[config.mk]
export PLATFORM = sky130hd
export DESIGN_NAME = hpm_counter_bank
export DESIGN_NICKNAME = d
export VERILOG_FILES = /design/src/rtl/hpm_counter_bank.sv
export SDC_FILE = /design/constraint.sdc
export NUM_CORES = 1
export LEC_CHECK = 0
export ABC_AREA = 1
export CAP_MARGIN = 0
export CORE_MARGIN = 2
export CORE_UTILIZATION = 35
export CTS_BUF_LIST = sky130_fd_sc_hd__clkbuf_4
export DETAILED_ROUTE_END_ITERATION = 10
export PLACE_DENSITY = 0.56
export SLEW_MARGIN = 20
export SYNTH_ARGS = -nofsm -noshare
export SYNTH_HDL_FRONTEND = slang
export SYNTH_SLANG_ARGS = --single-unit
[constraint.sdc]
create_clock -name clk -period 2.9 [get_ports clk]
set_input_delay 0.29 -clock clk [delete_from_list [all_inputs] [get_ports clk]]
set_output_delay 0.29 -clock clk [all_outputs]
set_load 0.01 [all_outputs]
[src/rtl/hpm_counter_bank.sv]
// hpm_counter_bank: mhpmcounter3.. bank with event selectors and inhibit.
// Define HPM_OVERFLOW_IRQ_EN for sticky OF/IE bits and hpm_irq.
module hpm_counter_bank #(
  parameter int NUM_COUNTERS = 4,
  parameter int NUM_EVENTS   = 16,
  parameter int CNT_WIDTH    = 64
) (
  input  logic                  clk,
  input  logic                  rst,
  input  logic [11:0]           csr_addr,
  input  logic [31:0]           csr_wdata,
  input  logic [2:0]            csr_op,
  output logic [31:0]           csr_rdata,
  output logic                  csr_valid,
  input  logic [NUM_EVENTS-1:0] events_i,
  output logic                  hpm_irq
);

`ifdef HPM_OVERFLOW_IRQ_EN
  localparam bit OVF_EN = 1'b1;
`else
  localparam bit OVF_EN = 1'b0;
`endif

  localparam logic [7:0] NEV = 8'(NUM_EVENTS);

  logic [NUM_EVENTS-1:0]   ev_q, ev_d;
  logic [NUM_COUNTERS-1:0] inh_q, inh_d;
  logic [NUM_COUNTERS-1:0] of_q, of_d;
  logic [NUM_COUNTERS-1:0] ie_q, ie_d;
  logic [7:0]              sel_q [NUM_COUNTERS];
  logic [7:0]              sel_d [NUM_COUNTERS];
  logic [CNT_WIDTH-1:0]    cnt_q [NUM_COUNTERS];
  logic [CNT_WIDTH-1:0]    cnt_d [NUM_COUNTERS];
  logic                    irq_q, irq_d;

  logic [6:0]   blk;
  logic [4:0]   idx;
  logic         inh_hit, evt_hit, lo_hit, hi_hit, shadow, we;
  logic [31:0]  wv;
  logic [255:0] ev_ext;
  logic [7:0]   sel_m1;
  logic         inc, cnt_wr;
  logic         unused_op;

  assign unused_op = csr_op[2];

  always_comb begin
    blk       = csr_addr[11:5];
    idx       = csr_addr[4:0];
    inh_hit   = (blk == 7'h19) && (idx == 5'd0);
    evt_hit   = (blk == 7'h19) && (idx >= 5'd3);
    lo_hit    = ((blk == 7'h58) || (blk == 7'h60)) && (idx >= 5'd3);
    hi_hit    = ((blk == 7'h5C) || (blk == 7'h64)) && (idx >= 5'd3);
    shadow    = (blk == 7'h60) || (blk == 7'h64);
    csr_valid = inh_hit | evt_hit | lo_hit | hi_hit;
    csr_rdata = '0;
    if (inh_hit) csr_rdata = 32'(inh_q) << 3;
    for (int k = 0; k < NUM_COUNTERS; k++) begin
      if (idx == 5'(k + 3)) begin
        if (evt_hit)
          csr_rdata = {of_q[k], ie_q[k], 22'd0, sel_q[k]};
        if (lo_hit) csr_rdata = cnt_q[k][31:0];
        if (hi_hit) csr_rdata = 32'(cnt_q[k][CNT_WIDTH-1:32]);
      end
    end
    case (csr_op[1:0])
      2'b10:   wv = csr_rdata | csr_wdata;
      2'b11:   wv = csr_rdata & ~csr_wdata;
      default: wv = csr_wdata;
    endcase
    we = (csr_op[1:0] != 2'b00) && csr_valid && !shadow;
  end

  always_comb begin
    ev_d   = events_i;
    inh_d  = inh_q;
    of_d   = of_q;
    ie_d   = ie_q;
    sel_d  = sel_q;
    cnt_d  = cnt_q;
    ev_ext = 256'(ev_q);
    sel_m1 = '0;
    inc    = 1'b0;
    cnt_wr = 1'b0;
    if (we && inh_hit) inh_d = wv[NUM_COUNTERS+2:3];
    for (int k = 0; k < NUM_COUNTERS; k++) begin
      sel_m1 = sel_q[k] - 8'd1;
      inc    = (sel_q[k] != 8'd0) && (sel_q[k] <= NEV) &&
               ev_ext[sel_m1] && !inh_q[k];
      cnt_wr = we && (idx == 5'(k + 3)) && (lo_hit || hi_hit);
      if (we && (idx == 5'(k + 3))) begin
        if (evt_hit) begin
          sel_d[k] = wv[7:0];
          if (OVF_EN) begin
            of_d[k] = wv[31];
            ie_d[k] = wv[30];
          end
        end
        if (lo_hit) cnt_d[k][31:0] = wv;
        if (hi_hit)
          cnt_d[k][CNT_WIDTH-1:32] = wv[CNT_WIDTH-33:0];
      end
      // a CSR write to the counter swallows a same-edge increment
      if (inc && !cnt_wr) begin
        cnt_d[k] = cnt_q[k] + CNT_WIDTH'(1);
        if (OVF_EN && (&cnt_q[k])) of_d[k] = 1'b1;
      end
    end
    irq_d = OVF_EN && (|(of_q & ie_q));
  end

  always_ff @(posedge clk) begin
    if (rst) begin
      ev_q  <= '0;
      inh_q <= '0;
      of_q  <= '0;
      ie_q  <= '0;
      sel_q <= '{default: '0};
      cnt_q <= '{default: '0};
      irq_q <= 1'b0;
    end else begin
      ev_q  <= ev_d;
      inh_q <= inh_d;
      of_q  <= of_d;
      ie_q  <= ie_d;
      sel_q <= sel_d;
      cnt_q <= cnt_d;
      irq_q <= irq_d;
    end
  end

  assign hpm_irq = OVF_EN & irq_q;

endmodule

# After elaboration in Yosys (flattened, before gate mapping)
# Index checks and enable logic that the tools add are counted.
[classes] shift=0 n_mux=36 reduce_logical=74 eq_ne=11 bitwise=6 n_div=0 add_sub_neg=8 multipliers=0 order_cmp=9
[op_table] op="$mux W32" count=17
[op_table] op="$mux W64" count=8
[op_table] op="$add A64 B1 Y64 const B" count=4
[op_table] op="$pmux W32 S2" count=1
[op_table] op="$lt A8 B9 Y1 const B" count=4
[op_table] op="$and A32 B32 Y32" count=1
[op_table] op="$bmux W1 S8" count=4
[op_table] op="$le A8 B5 Y1 const B" count=4
[op_table] op="$not A32 Y32" count=1
[op_table] op="$or A32 B32 Y32" count=1
[op_table] op="$reduce_bool A8 Y1" count=4
[op_table] op="$sub A8 B1 Y8 const B" count=4
[op_table] op="$logic_and A1 B1 Y1" count=31
[op_table] op="$eq A7 B7 Y1 const B" count=4
[op_table] op="$reduce_bool A2 Y1" count=13
[op_table] op="$reduce_and A2 Y1" count=12
[op_table] op="$eq A5 B3 Y1 const B" count=3
[op_table] op="$logic_not A1 Y1" count=9
[op_table] op="$mux W8" count=1
[op_table] op="$eq A7 B5 Y1 const B" count=1
[op_table] op="$mux W7" count=1
[op_table] op="$eq A5 B2 Y1 const B" count=1
[op_table] op="$ge A5 B2 Y1 const B" count=1
[op_table] op="$logic_not A5 Y1" count=1
[op_table] op="other kinds (4)" count=13
[word_totals] in_bits=65 regBits=308 ram_bits=0 output_inout_bits=34 elab_cells=158 romBits=0 latch_bits=0 n_memories=0

# Longest topological paths before layout
# Gate-level depths: netlist of the first run.
[logic_depth] ltp_word=24 ltp_mapped=26 depth_no_buf=25

# Worst setup path after synthesis of the first run
# Ideal clock, no wire load.
[synth_timing] path_type="register to register" start="register sel_q[8] (netlist bit)" end="register cnt_q[106] (netlist bit)" stages_incl_launch_ff=18 setup_ps=110 required_ps=2790 path_slack_ps=245 arrival_ps=2545 period_less_slack_ps=2655 n_path_buf=3 cell_sequence="dfxtp_1 -> buf_2 -> inv_2 -> buf_2 -> ha_1 -> xnor2_1 -> inv_1 -> o311ai_0 -> nand2_1 -> nor2_1 -> nand2_2 -> inv_2 -> buf_2 -> nand4_1 -> o211ai_1 -> nand3b_1 -> nand2_1 -> inv_1"
[synth_via] elab_chain_cells=8 word_cells_on_any_way=13 classes_between="1 x add/sub; 1 x order compare; 3 x mux; 8 x reduce/logical"
[synth_rtl] element="start: declaration" line_no="31" source="logic [7:0] sel_q [NUM_COUNTERS];"
[synth_rtl] element="start signal: assignment" line_no="127" source="sel_q <= sel_d;"
[synth_rtl] element="$sub A8 B1 Y8" line_no="88" source="sel_m1 = sel_q[k] - 8'd1;"
[synth_rtl] element="$bmux W1 S8" line_no="90" source="ev_ext[sel_m1] && !inh_q[k];"
[synth_rtl] element="$mux W1 (implied by the code)" line_no="90"
[synth_rtl] element="$logic_and A1 B1 Y1 (*)" line_no="89" source="inc = (sel_q[k] != 8'd0) && (sel_q[k] <= NEV) &&"
[synth_rtl] element="$logic_and A1 B1 Y1 (*)" line_no="90"
[synth_rtl] element="$logic_and A1 B1 Y1 (*)" line_no="105" source="if (inc && !cnt_wr) begin"
[synth_rtl] element="$reduce_bool A2 Y1 (no line)"
[synth_rtl] element="$reduce_and A2 Y1 (no line)"
[synth_rtl] element="end signal: assignment" line_no="128" source="cnt_q <= cnt_d;"
[synth_rtl] element="end: declaration" line_no="33" source="logic [CNT_WIDTH-1:0] cnt_q [NUM_COUNTERS];"
# Mark *: on every way between the ends. The rest lies on a longest branch, timed or not. The select of a mux whose other input is x is not followed.
# A chain may end at the register's enable or synchronous reset.

# Final worst setup path of the first run
[layout_timing] start="register cnt_q[227] (netlist bit)" end="output port csr_rdata[3]"
[layout_via] elab_chain_cells=14
[layout_rtl] element="$mux W32 (*)" line_no="64" source="if (hi_hit) csr_rdata = 32'(cnt_q[k][CNT_WIDTH-1:32]);"
[layout_rtl] element="$mux W32 (*)" line_no="60" source="if (idx == 5'(k + 3)) begin"
[layout_rtl] element="$mux W32" line_no="61" source="if (evt_hit)"
[layout_rtl] element="$mux W32" line_no="63" source="if (lo_hit) csr_rdata = cnt_q[k][31:0];"
[layout_rtl] element="$mux W32" line_no="64"
[layout_rtl] element="$mux W32 (*)" line_no="60"
[layout_rtl] element="$mux W32" line_no="61"
[layout_rtl] element="$mux W32" line_no="63"
[layout_rtl] element="$mux W32" line_no="64"
[layout_rtl] element="$mux W32 (*)" line_no="60"
[layout_rtl] element="$mux W32" line_no="61"
[layout_rtl] element="$mux W32" line_no="63"
[layout_rtl] element="$mux W32" line_no="64"
[layout_rtl] element="$mux W32 (*)" line_no="60"
[layout_rtl] element="end: declaration" line_no="13" source="output logic [31:0] csr_rdata,"
# Mark *: on every way between the ends. The rest lies on a longest branch, timed or not.

==> run metrics, run 1 <==
core region area 68800 um^2; Post-synth EDFFs 0; CP arrival 2.57 ns; Pre-Repair DR Iteration Count 7; clock sinks 308; clock-pin slew on the worst setup and hold paths 0.07 ns; nets@finish 4769; Max transition margin 46.6%; Final HPWL DP 97600 um; Global Route met3 Usage 5.64%; Max Transition Viols Final 0; met2 Use GR 50.8%; leakage 14.4 nW; DR vias 31403; status complete, no violations; Layout fillers 7225; CP required 2.61 ns; flop2flop setup slack 0.07 ns; Peak VDD IR 0.240 mV; Cell Area, Placed 30600 um^2; Total GRT Usage 34.4%; TritonCTS clock tree built; GP Congestion 1.04; hold endpoint ev_q[4]; Die Area 72000 um^2; worst min path class primary input to flop; final wirelength 126000 um; clk_lat worst skew 0.92 ns; worst hold stages 3; Critical R2R Capture cnt_q[226]; Critical Path End Type output port; DR iter-0 viols 3771; largest net degree at the start of global routing 101; Root Driver clkbuf_4; H-tree depth 3; Primary FF master, synth dfxtp_1; layout cells sized above 1 25.4%; ys async rst share 0%; Die Y 268 um; # rows 96; crit path launch type flop; Post-Syn Area 24400 um^2; Fin Clk Skew 0.0968 ns; R2R depth 20; yosys warns 0; Tcrit/Tclk final 98.5%; Buffers on Ports 96; Slew @ Worst Pin 0.800 ns; startpoint of the worst hold path rst; met1 Use GR 48.9%; global route overflow 0; syn_nets 4112; count of final setup violators 0; crit path launch cnt_q[227]; post-synthesis sequential area ratio 25.2%; Avg Inst Size Synth 6.05 um^2; cell area after layout 33900 um^2; Routed Antenna Nets 0; Top Usage Layer GRT met2; vias in the first global route 28372; Clock Tree Buf Depth 3; I/O pin count 99; crit path kind flop to output port; Total Power 9.86 mW; Area Growth Syn to Fin 38.6%; MaxCap Viol Count 0; PwrDens 291 nW/um^2; Vias/cell 5.52; critical-path maximum fanout 4; DRC Markers 0; flops & latches, synth 308; global-route wire length before repair 184000 um; Starting Density 35.5%; minimum clock period 2.86 ns; total CTS buffers 99; synthesized instance count 4039; Peak Freq 350 MHz; wire per inst 22.2 um; count of cell types in the netlist 75; initial antenna violation count 3; start of the worst register-to-register path cnt_q[193]; RSZ-0062 raised after global routing true; Die X 268 um; final hold vios 0
-- cell usage in the layout, fill, tap and decap left out, types with 29 or more instances in the layout --
| cell | synthesis | routed |
|---|---|---|
| a21oi_1 | 233 | 217 |
| a31oi_1 | 69 | 69 |
| buf_12 | 0 | 66 |
| buf_4 | 10 | 545 |
| clkbuf_4 | 0 | 132 |
| clkdlybuf4s50_1 | 0 | 51 |
| dfxtp_1 | 308 | 276 |
| dfxtp_2 | 0 | 29 |
| inv_1 | 588 | 573 |
| inv_2 | 36 | 47 |
| nand2_1 | 942 | 899 |
| nand2_2 | 19 | 59 |
| nand3_1 | 265 | 236 |
| nand3_2 | 6 | 30 |
| nand4_1 | 81 | 81 |
| nor2_1 | 317 | 281 |
| nor2_2 | 35 | 49 |
| nor2_4 | 14 | 36 |
| nor3_1 | 114 | 111 |
| nor4_1 | 43 | 41 |
| o211ai_1 | 80 | 80 |
| o21ai_0 | 297 | 252 |
| o21ai_1 | 56 | 89 |
| o21ai_2 | 24 | 34 |
| o221ai_1 | 39 | 29 |
| xor2_1 | 87 | 87 |
-- final cells by class --
| type | instances | area, um^2 | share of cell area, % |
|---|---|---|---|
| multi-input combinational | 2910 | 16000 | 47.3 |
| inverter | 627 | 2390 | 7.05 |
| tap | 931 | 1160 | 3.44 |
| clock buffer | 132 | 991 | 2.92 |
| timing repair buffer | 750 | 6930 | 20.4 |
| clock inverter | 31 | 174 | 0.513 |
| antenna | 3 | 7.51 | 0.0222 |
| sequential | 308 | 6210 | 18.3 |
-- flip-flops by register name, summed over array words and instances, names as in the netlist --
signal / count
cnt_q: 256
inh_q: 4
sel_q: 32
ev_q: 16
-- synth_stat cells, types with 8 or more instances --
master,number,area share (%)
nand2_1,942,14
nand4_1,81,2.1
a211oi_1,8,0.25
o2111ai_1,12,0.43
xor2_1,87,3.1
buf_4,10,0.31
buf_6,13,0.60
nand2_2,19,0.49
buf_2,79,1.6
nand3_1,265,5.4
ha_1,8,0.41
nor3_2,13,0.53
o21ai_1,56,1.1
nor2_4,14,0.64
inv_1,588,9.0
o22ai_1,14,0.36
a21oi_1,233,4.8
o221ai_1,39,1.4
a31oi_1,69,1.8
clkbuf_1,77,1.2
o21ai_2,24,0.86
inv_2,36,0.55
nor3_1,114,2.3
nor2_2,35,0.90
o21ai_0,297,6.1
xnor2_1,22,0.79
nand3b_1,14,0.43
dfxtp_1,308,25
a21oi_2,10,0.36
nor2_1,317,4.9
o211ai_1,80,2.5
a221oi_1,17,0.61
nor4_1,43,1.1
buf_1,15,0.23
-- report_power, final --
| group | total [mW] | switching [mW] | internal, mW |
|---|---|---|---|
| clock | 4.50 | 2.24 | 2.26 |
| sequential | 4.25 | 0.0142 | 4.24 |
| combinational | 1.12 | 0.665 | 0.450 |
-- how the worst max path moves through the flow --
stage | end | slack, ns
final | csr_rdata[3] | 0.04
after global routing | csr_rdata[3] | -0.15
after CTS | csr_rdata[3] | 0.003
after detailed placement | csr_rdata[21] | -0.82
after global placement | csr_rdata[21] | -0.81
after floorplan | cnt_q[106] | 0.25
-- kinds of logic after synthesis --
family | synth area share (%)
simple gates | 35.0
compound gates | 21.8
buf+inv | 13.6
flops | 25.2
xor+xnor | 3.91
fa+ha+maj | 0.410
mux | 0.0870
other cells | 0.0153
-- metrics by stage --
| step | worst slack (ns) | util, % | instances | setup TNS, ns | hold WS (ns) |
|---|---|---|---|---|---|
| finish | 0.0434 | 49.2 | 5692 | 0 | 0.260 |
| global route | -0.150 | 49.2 | 5692 | -1.09 | 0.215 |
| CTS | 0.00284 | 47.8 | 5660 | 0 | 0.201 |
| detailed placement | -0.816 | 44.5 | 5435 | -112.49 | 0.515 |
| global placement | -0.811 | 44.5 | 5435 | -106.13 | 0.509 |
| floorplan | 0.245 | - | 4039 | 0 | 0.397 |
-- repair_timing --
item / CTS / global route
gates cloned: 6 / 0
setup buffers: 45 / 29
endpoints found under the setup margin: 32 / 205
pin swaps: 64 / 102
endpoints found under the hold margin: 32 / 0
gates resized for setup: 269 / 221
hold buffers: 17 / 0
-- layer usage --
| layer | vias up | share of wire [%] |
|---|---|---|
| li1 | 14796 | - |
| met1 | 14626 | 44 |
| met2 | 1687 | 42 |
| met3 | 292 | 9.6 |
| met4 | 2 | 4.8 |
| met5 | - | 0.010 |
-- worst max-delay path, stage by stage (launching register included) --
cell and delay, ns:
dfxtp_2 0.34, inv_2 0.08, nand3_2 0.06, nand2_1 0.06, inv_1 0.04, nand2_2 0.09
nand3_2 0.08, nand2_1 0.07, nand2_1 0.05, nand2_2 0.07, nand2_1 0.05, nand2_1 0.05
nand2_1 0.06, nand2_2 0.07, nand2_1 0.05, nand2_1 0.07, inv_1 0.04, o21ai_1 0.12
nand2_1 0.09, buf_2 0.15
Note: power is estimated with default switching activity, not from simulation.
==> run 2: changes to the inputs <==
- CELL_PAD_IN_SITES_DETAIL_PLACEMENT: unset -> 1
- CELL_PAD_IN_SITES_GLOBAL_PLACEMENT: unset -> 2
- PLACE_DENSITY: 0.56 -> 0.89
==> run 2 against run 1 <==
The flow now finishes with violations (setup timing). Combinational power rose by 6%. Clock-buffer cell count unchanged. Utilization down 0.17 points. Hold slack got worse by 0.15 ns. Final cell count down 0.47%. Critical path depth up 2. Sequential cell count unchanged. Clock skew is 0.024 ns higher. Routed wire length up 8.2%. Non-clock buffer count down 40. Clock power up 8.2%.
==> run metrics, run 2 (synthesis results as in run 1) <==
Critical Path End Type flop (was output port); Fin Clk Skew 0.121 ns (was 0.0968 ns); Final WS setup -0.117 ns (was 0.0434 ns); Die Y 268 um (unchanged); Slew @ Worst Pin 0.697 ns (was 0.800 ns); global route overflow 0 (unchanged); TritonCTS clock tree built (unchanged); vias in the first global route 31994 (was 28372); Peak VDD IR 0.243 mV (was 0.240 mV); layout cells sized above 1 26.4% (was 25.4%); Die Area 72000 um^2 (unchanged); # rows 96 (unchanged); cell area after layout 33800 um^2 (was 33900 um^2); CP arrival 3.81 ns (was 2.57 ns); DR iter-0 viols 3009 (was 3771); leakage 14.2 nW (was 14.4 nW); global-route wire length before repair 199000 um (was 184000 um); area of the multi-input gates 16200 um^2 (was 16000 um^2); minimum hold slack 0.112 ns (was 0.260 ns); Sequential cell area 6250 um^2 (was 6210 um^2); Top reg by flops cnt_q (unchanged); nets@finish 4727 (was 4769); Cell Area, Placed 30300 um^2 (was 30600 um^2); most frequent cells in the layout nand2_1, inv_1, buf_4 (unchanged); Root Driver clkbuf_4 (unchanged); I/O pin count 99 (unchanged); final hold vios 0 (unchanged); Max transition margin 53.1% (was 46.6%); Buffers on Ports 96 (unchanged); most common cell after layout, fill and taps aside nand2_1 (unchanged); largest net degree at the start of global routing 83 (was 101); Peak Freq 331 MHz (was 350 MHz); Tcrit/Tclk final 104% (was 98.5%); crit path kind flop to flop (was flop to output port); violated checks setup timing; Largest regs cnt_q: 256 flops, sel_q: 32 flops, ev_q: 16 flops (unchanged); critical-path maximum fanout 3 (was 4); max reg flops 256 (unchanged); CP required 3.70 ns (was 2.61 ns); PwrDens 305 nW/um^2 (was 291 nW/um^2); core region area 68800 um^2 (unchanged); flop2flop setup slack -0.12 ns (was 0.07 ns); Total GRT Usage 36.8% (was 34.4%); clk_lat worst skew 0.96 ns (was 0.92 ns); Pre-Repair DR Iteration Count 5 (was 7); Area Growth Syn to Fin 38.2% (was 38.6%); Clock Tree Buf Depth 3 (unchanged); clock sinks 308 (unchanged); GP Congestion 1.01 (was 1.04); clock-pin slew on the worst setup and hold paths 0.07 ns (about the same); Setup TNS -0.337 ns (was 0 ns); Routed Antenna Nets 0 (unchanged); Die X 268 um (unchanged); worst min path class primary input to flop (unchanged); Max Transition Viols Final 0 (unchanged); DR vias 32251 (was 31403); initial antenna violation count 5 (was 3); Final Util 49.1% (was 49.2%); Final HPWL DP 103000 um (was 97600 um); final wirelength 137000 um (was 126000 um); H-tree depth 3 (unchanged); Vias/cell 5.69 (was 5.52); minimum clock period 3.02 ns (was 2.86 ns); crit path launch type flop (unchanged); status complete, but fails checks (was complete, no violations); count of final setup violators 5 (was 0); DRC Markers 0 (unchanged); MaxCap Viol Count 0 (unchanged); Layout fillers 9154 (was 7225); wire per inst 24.1 um (was 22.2 um); RSZ-0062 raised after global routing true (unchanged); Starting Density 35.5% (unchanged); total CTS buffers 97 (was 99); pre-CTS setup slack -0.860 ns (was -0.816 ns)
run 2: cell count changes in the layout (fill, tap and decap cells not counted), sizes merged, moves of 2 or more:
cell           previous run  this run
clkdlybuf4s15            14         2
bufinv                    2         4
buf                     645       602
inv                     627       623
dlygate4sd2              16        20
clkinvlp                  0         4
clkbuf                  134       147
clkinv                   29        40
run 2: path summary, 6_finish.rpt:
kind | from | depth (start not counted) | to
worst max-delay path | cnt_q[193] | 21 | cnt_q[226]
worst min-delay path | events_i[15] | 3 | ev_q[15]
worst max register to register | cnt_q[193] | 21 | cnt_q[226]
worst min register to register | cnt_q[129] | 2 | cnt_q[129]
run 2: repair_timing:
item,4_1_cts,5_1_grt
cloned,5,1
pin swaps,41,131
resized for setup,246,301
setup buffers,28,51
endpoints found under the hold margin,54,0
hold buffers,16,0
setup endpoints to repair,70,214
run 2: critical path: stages (launching register included):
cell,delay [ns]
dfxtp_4,0.37
ha_4,0.15
nand2_4,0.05
nor2_4,0.12
nand2_2,0.09
nor2_4,0.16
nand3_2,0.08
nor2_2,0.15
nand2_1,0.10
nor2_2,0.14
nand2_1,0.07
nor2_2,0.15
nand4_1,0.15
nor2_2,0.21
nand4_4,0.17
nor2_4,0.18
nand2_2,0.10
nor2_4,0.13
nand2_1,0.08
o21ai_2,0.07
o21ai_1,0.08
inv_1,0.06
run 2: report_power, final:
group          leakage [nW]  switching, mW  total [mW]  internal [mW]
Combinational          11.0          0.733        1.19          0.457
Sequential             2.51         0.0176        4.25           4.23
Clock                 0.752           2.40        4.87           2.48
Total                  14.2           3.15        10.3           7.16
run 2: per-layer routing:
layer  routed length (um)  track usage [%]  vias to the layer above
met5                   53                0                        -
met4                10100             24.2                        8
met3                11300             7.57                      452
met2                60600             57.9                     1515
met1                54500             45.5                    15548
li1                     -                -                    14728
run 2: per-stage QoR:
| step | cells | power (mW) |
|---|---|---|
| global placement | 5389 | 5.42 |
| detailed placement | 5389 | 5.42 |
| CTS | 5614 | 10.3 |
| floorplan | 4039 | 4.69 |
| finish | 5665 | 10.3 |
| global route | 5665 | 10.6 |
run 2: final cells by class:
cell class	count	share of cell area, %
flip-flops and latches	308	18.5
clock buffers	132	2.93
well taps	931	3.45
inverters	627	7.09
diodes	3	0.0222
repair buffers	710	19.1
clock inverters	44	0.874
multi-input cells	2910	48.0
